`src/rtl/rr_bus_arb.sv`:
```
// Four-requester round-robin bus arbiter with bounded bursts.
// After each ownership it inserts a one-cycle gap, and priority rotates past the last owner.
module rr_bus_arb #(
    parameter int MAX_BURST = 8
) (
    input  logic       clock,
    input  logic       reset,
    input  logic       en,
    input  logic [3:0] req,
    input  logic       last,
    output logic [3:0] gnt,
    output logic [1:0] gnt_id,
    output logic       busy,
    output logic [1:0] prio,
    output logic [3:0] burst_cnt
);

    localparam logic [1:0] S_IDLE  = 2'd0;
    localparam logic [1:0] S_GRANT = 2'd1;
    localparam logic [1:0] S_GAP   = 2'd2;

    localparam logic [3:0] LP_BURST_LAST = 4'(MAX_BURST - 1);

    logic [1:0] r_state;
    logic [3:0] r_gnt;
    logic [1:0] r_gnt_id;
    logic [1:0] r_prio;
    logic [3:0] r_burst_cnt;

    logic [3:0] w_req_rot;
    logic [1:0] w_win_ofs;
    logic       w_win_valid;
    logic [1:0] w_win_id;
    logic       w_release;

    // Rotate requests so that bit 0 is the current highest-priority requester.
    always_comb begin
        w_req_rot = req;
        case (r_prio)
            2'd0:    w_req_rot = req;
            2'd1:    w_req_rot = {req[0],   req[3:1]};
            2'd2:    w_req_rot = {req[1:0], req[3:2]};
            default: w_req_rot = {req[2:0], req[3]};
        endcase
    end

    always_comb begin
        w_win_valid = |w_req_rot;
        w_win_ofs   = 2'd0;
        if (w_req_rot[0]) begin
            w_win_ofs = 2'd0;
        end else if (w_req_rot[1]) begin
            w_win_ofs = 2'd1;
        end else if (w_req_rot[2]) begin
            w_win_ofs = 2'd2;
        end else begin
            w_win_ofs = 2'd3;
        end
    end

    assign w_win_id = r_prio + w_win_ofs;

    // Owner dropping its request, an early-release strobe and burst exhaustion all end ownership.
    assign w_release = ~req[r_gnt_id] | last | (r_burst_cnt == LP_BURST_LAST);

    always_ff @(posedge clock) begin
        if (reset) begin
            r_state     <= S_IDLE;
            r_gnt       <= 4'b0000;
            r_gnt_id    <= 2'd0;
            r_prio      <= 2'd0;
            r_burst_cnt <= 4'd0;
        end else begin
            case (r_state)
                S_IDLE, S_GAP: begin
                    if (en && w_win_valid) begin
                        r_state     <= S_GRANT;
                        r_gnt       <= 4'b0001 << w_win_id;
                        r_gnt_id    <= w_win_id;
                        r_burst_cnt <= 4'd0;
                    end else begin
                        r_state     <= S_IDLE;
                        r_gnt       <= 4'b0000;
                    end
                end
                S_GRANT: begin
                    if (w_release) begin
                        r_state     <= S_GAP;
                        r_gnt       <= 4'b0000;
                        r_prio      <= r_gnt_id + 2'd1;
                        r_burst_cnt <= 4'd0;
                    end else begin
                        r_burst_cnt <= r_burst_cnt + 4'd1;
                    end
                end
                default: begin
                    r_state     <= S_IDLE;
                    r_gnt       <= 4'b0000;
                    r_burst_cnt <= 4'd0;
                end
            endcase
        end
    end

    assign gnt       = r_gnt;
    assign gnt_id    = r_gnt_id;
    assign busy      = (r_state != S_IDLE);
    assign prio      = r_prio;
    assign burst_cnt = r_burst_cnt;

endmodule

```
`config.mk`:
```
export PLATFORM = sky130hd
export DESIGN_NAME = rr_bus_arb
export DESIGN_NICKNAME = d
export VERILOG_FILES = /design/src/rtl/rr_bus_arb.sv
export SDC_FILE = /design/constraint.sdc
export NUM_CORES = 1
export LEC_CHECK = 0
export CORE_ASPECT_RATIO = 0.75
export CORE_UTILIZATION = 35
export CTS_CLUSTER_SIZE = 28
export DETAILED_ROUTE_END_ITERATION = 8
export PLACE_DENSITY = 0.67
export SLEW_MARGIN = 20
export SYNTH_ARGS = -nofsm -noshare
export SYNTH_HDL_FRONTEND = slang
export SYNTH_SLANG_ARGS = --single-unit
```
`constraint.sdc`:
```
create_clock -name clock -period 1.9 [get_ports clock]
set_input_delay 0.285 -clock clock [delete_from_list [all_inputs] [get_ports clock]]
set_output_delay 0.285 -clock clock [all_outputs]
set_load 0.03 [all_outputs]
```
==> impl_metrics.py <==
metrics = {
    "detailed_routing": {
        "drtAntennaViolNets": 0,
        "remaining_drc_errors": 1,
        "dr.pass1.iters": 6,
        "wl_um": 2182,
        "vias": 843,
        "vias_per_cell": 5.404,
        "wl_per_cell_um": 13.99,
        "drt-initial-drc-count": 20,
    },
    "placed_design": {
        "place_hpwl_um": 1576,
        "dp_slack_ns": -0.4770,
        "dp.cells": 152,
        "place_congestion": 0.8078,
        "io_buffers": 20,
    },
    "status": {
        "status": "finished with violations",
        "violations": "design-rule violations",
    },
    "run": {
        "drv_cap": 0,
    },
    "logic_synthesis": {
        "synth_warnings": 0,
        "synth_top_family_by_area": "simple AND/OR/NAND/NOR gates",
        "synth_edf_count": 0,
        "synth_cell_types": 36,
        "synth_compound_area_frac": 0.1605,
        "synth_fp_nets": 104,
        "avgSynthCellArea_um2": 8.625,
        "seq_area_frac_synth": 0.3457,
        "synthesis.area_um2": 810.8,
        "synthTopCellsByArea": "dfxtp_1, mux4_2, nor2_1, nand3_1, mux2i_1",
        "async_reset_ff_frac": 0,
        "synth_simple_gate_area_frac": 0.3102,
        "yosysTopAreaCellShare": 0.3457,
        "synth_mux_area_frac": 0.09259,
        "synth-xor-area-share": 0.03241,
        "ys_ff_latch": 14,
        "synthAdderAreaFrac": 0.03086,
        "syn_inst": 94,
        "yosysTopAreaCell": "dfxtp_1",
        "ys.flop_type": "dfxtp_1",
    },
    "setup_path": {
        "worstPathCellList": "buf_4 > clkdlybuf4s50_1",
        "worstSetupEndpointType": "output pin",
        "crit_family": "buffers and inverters",
        "worst_path_max_delay_cell": "clkdlybuf4s50_1",
        "worstPathMaxFanout": 5,
        "crit_path_max_incr_delay_ns": 0.69,
        "criticalPathCategory": "flip-flop to output pin",
        "crit_buf_inv": 2,
        "startpoint_type": "flip-flop",
        "cp.arrival_ns": 1.54,
        "critPathRequiredTime_ns": 1.62,
    },
    "grt": {
        "gr-total-overflow": 0,
        "grt_pass1_vias": 784,
        "grt_max_degree": 11,
        "grt_pass1_wl_um": 3588,
        "track_usage": 0.1877,
        "antenna_found_initial": 0,
    },
    "timing": {
        "fmax_mhz": 548.7,
        "worst_slew_pin_slew_ns": 0.4905,
        "grt_setup_unrepaired": "false",
        "slew_headroom": 0.6720,
        "finalWorstSetupSlack_ns": 0.07753,
        "slew_violations": 0,
        "setup_viol": 0,
        "timing.final.crit_period_ns": 1.822,
        "hold_viol_final": 0,
        "finClkSkew_ns": 0.01279,
        "period_share": 0.9592,
        "hold_slack_ns": 0.4638,
    },
    "floorplanning": {
        "die_area_mm2": 0.002515,
        "die_y_um": 43.68,
        "core_mm2": 0.002085,
        "io_pins": 21,
        "initial_core_util": 0.3890,
        "die_w_um": 57.58,
        "placementRows": 14,
    },
    "cells_and_area": {
        "final_core_util": 0.6212,
        "insertedDiodeCount": 0,
        "layout.cells.non_filler": 156,
        "drive_above_1_share": 0.2652,
        "final_nets": 143,
        "mostFrequentLayoutCells": "buf_4, clkdlybuf4s50_1, dfxtp_1",
        "n_fill_cell": 176,
        "layout_commonest_cell": "buf_4",
        "area_growth_pct": 59.72,
    },
    "cts": {
        "clk_path_buf_depth": 2,
        "clock_sink_count": 14,
        "insertion_delay_ns": 0.28,
        "path_clk_slew_ns": 0.09,
        "cts_buffers": 3,
        "htreeDepth": 1,
        "root_buffer": "clkbuf_4",
        "cts_hold_buf": 0,
        "cts_tree": "yes",
    },
    "power": {
        "vdd_drop_max_uv": 318.0,
        "finalPower_uw": 777.4,
        "power_density_mw_per_mm2": 600.3,
        "power_leakage_uw": 0.0004972,
    },
    "min_path": {
        "hp-class": "flip-flop to flip-flop",
    },
}
-- worst min-delay path, stage by stage (launching register included) --
cell,delay [ns]
dfxtp_1,0.32
nand3_1,0.06
nand2_1,0.05
-- final timing paths --
path | cells past startpoint | slack, ns | endpoint | from
worst min register to register | 2 | 0.46 | gnt[2] | gnt[2]
worst max-delay path | 2 | 0.08 | prio[1] | prio[1]
worst min-delay path | 2 | 0.46 | gnt[2] | gnt[2]
worst max register to register | 8 | 0.08 | gnt[1] | prio[0]
-- stage by stage --
| stage | instance area, um2 | setup TNS, ns |
|---|---|---|
| 5_1_grt | 1295 | 0 |
| 4_1_cts | 1257 | 0 |
| 6_report | 1295 | 0 |
| 3_3_place_gp | 1175 | -3.400 |
| 3_5_place_dp | 1175 | -4.151 |
| 2_1_floorplan | 838.3 | -0.1015 |
-- registers in the layout (all words and copies together), names as in the netlist --
signal / count
prio: 2
r_state: 2
gnt: 4
gnt_id: 2
burst_cnt: 4
-- cell usage after synthesis, drive strengths merged, types with 2 or more instances --
cell	n
dfxtp	14
nor2	12
nand2	8
mux2i	3
a31oi	2
inv	3
nand3	8
and3	2
a21oi	3
xnor2	2
mux4	2
nand3b	3
ha	2
nor4	2
or2b	2
clkbuf	3
or2	2
o21ai	2
a211oi	3
-- routing by layer --
| layer | up-vias | wire, um | GRT usage |
|---|---|---|---|
| li1 | 426 | - | - |
| met1 | 402 | 1155 | 0.2657 |
| met2 | 15 | 922 | 0.2884 |
| met3 | 0 | 104 | 0.05672 |
| met4 | 0 | 0 | 0.02927 |
| met5 | - | 0 | 0 |
-- area by class of cell --
cell class                      instances  area [um2]  share of cell area
Multi-Input combinational cell         74       609.3              0.4705
Timing Repair Buffer                   37       330.3              0.2551
Sequential cell                        14       287.8              0.2222
Tap cell                               24       30.03             0.02319
Clock buffer                            4       26.28             0.02029
Inverter                                3       11.26            0.008696
-- report_power, final --
group          internal, uW  total [uW]  switching (uW)
clock network          81.4         177            95.7
logic                   132         273             141
registers               309         327            18.3
total                   523         777             255
-- cell families after synthesis --
kind of cell    Yosys count
simple gates             47
compound gates           17
flops                    14
buf+inv                   6
mux                       5
xor+xnor                  3
fa+ha+maj                 2
-- what timing repair did --
item / in CTS / in global routing
gates resized for setup: 10 / 7
endpoints found under the hold margin: 0 / 0
setup endpoints to repair: 6 / 10
pin swaps: 2 / 3
buffers inserted: 0 / 0
No activity file was read; power rests on OpenSTA's default activity.
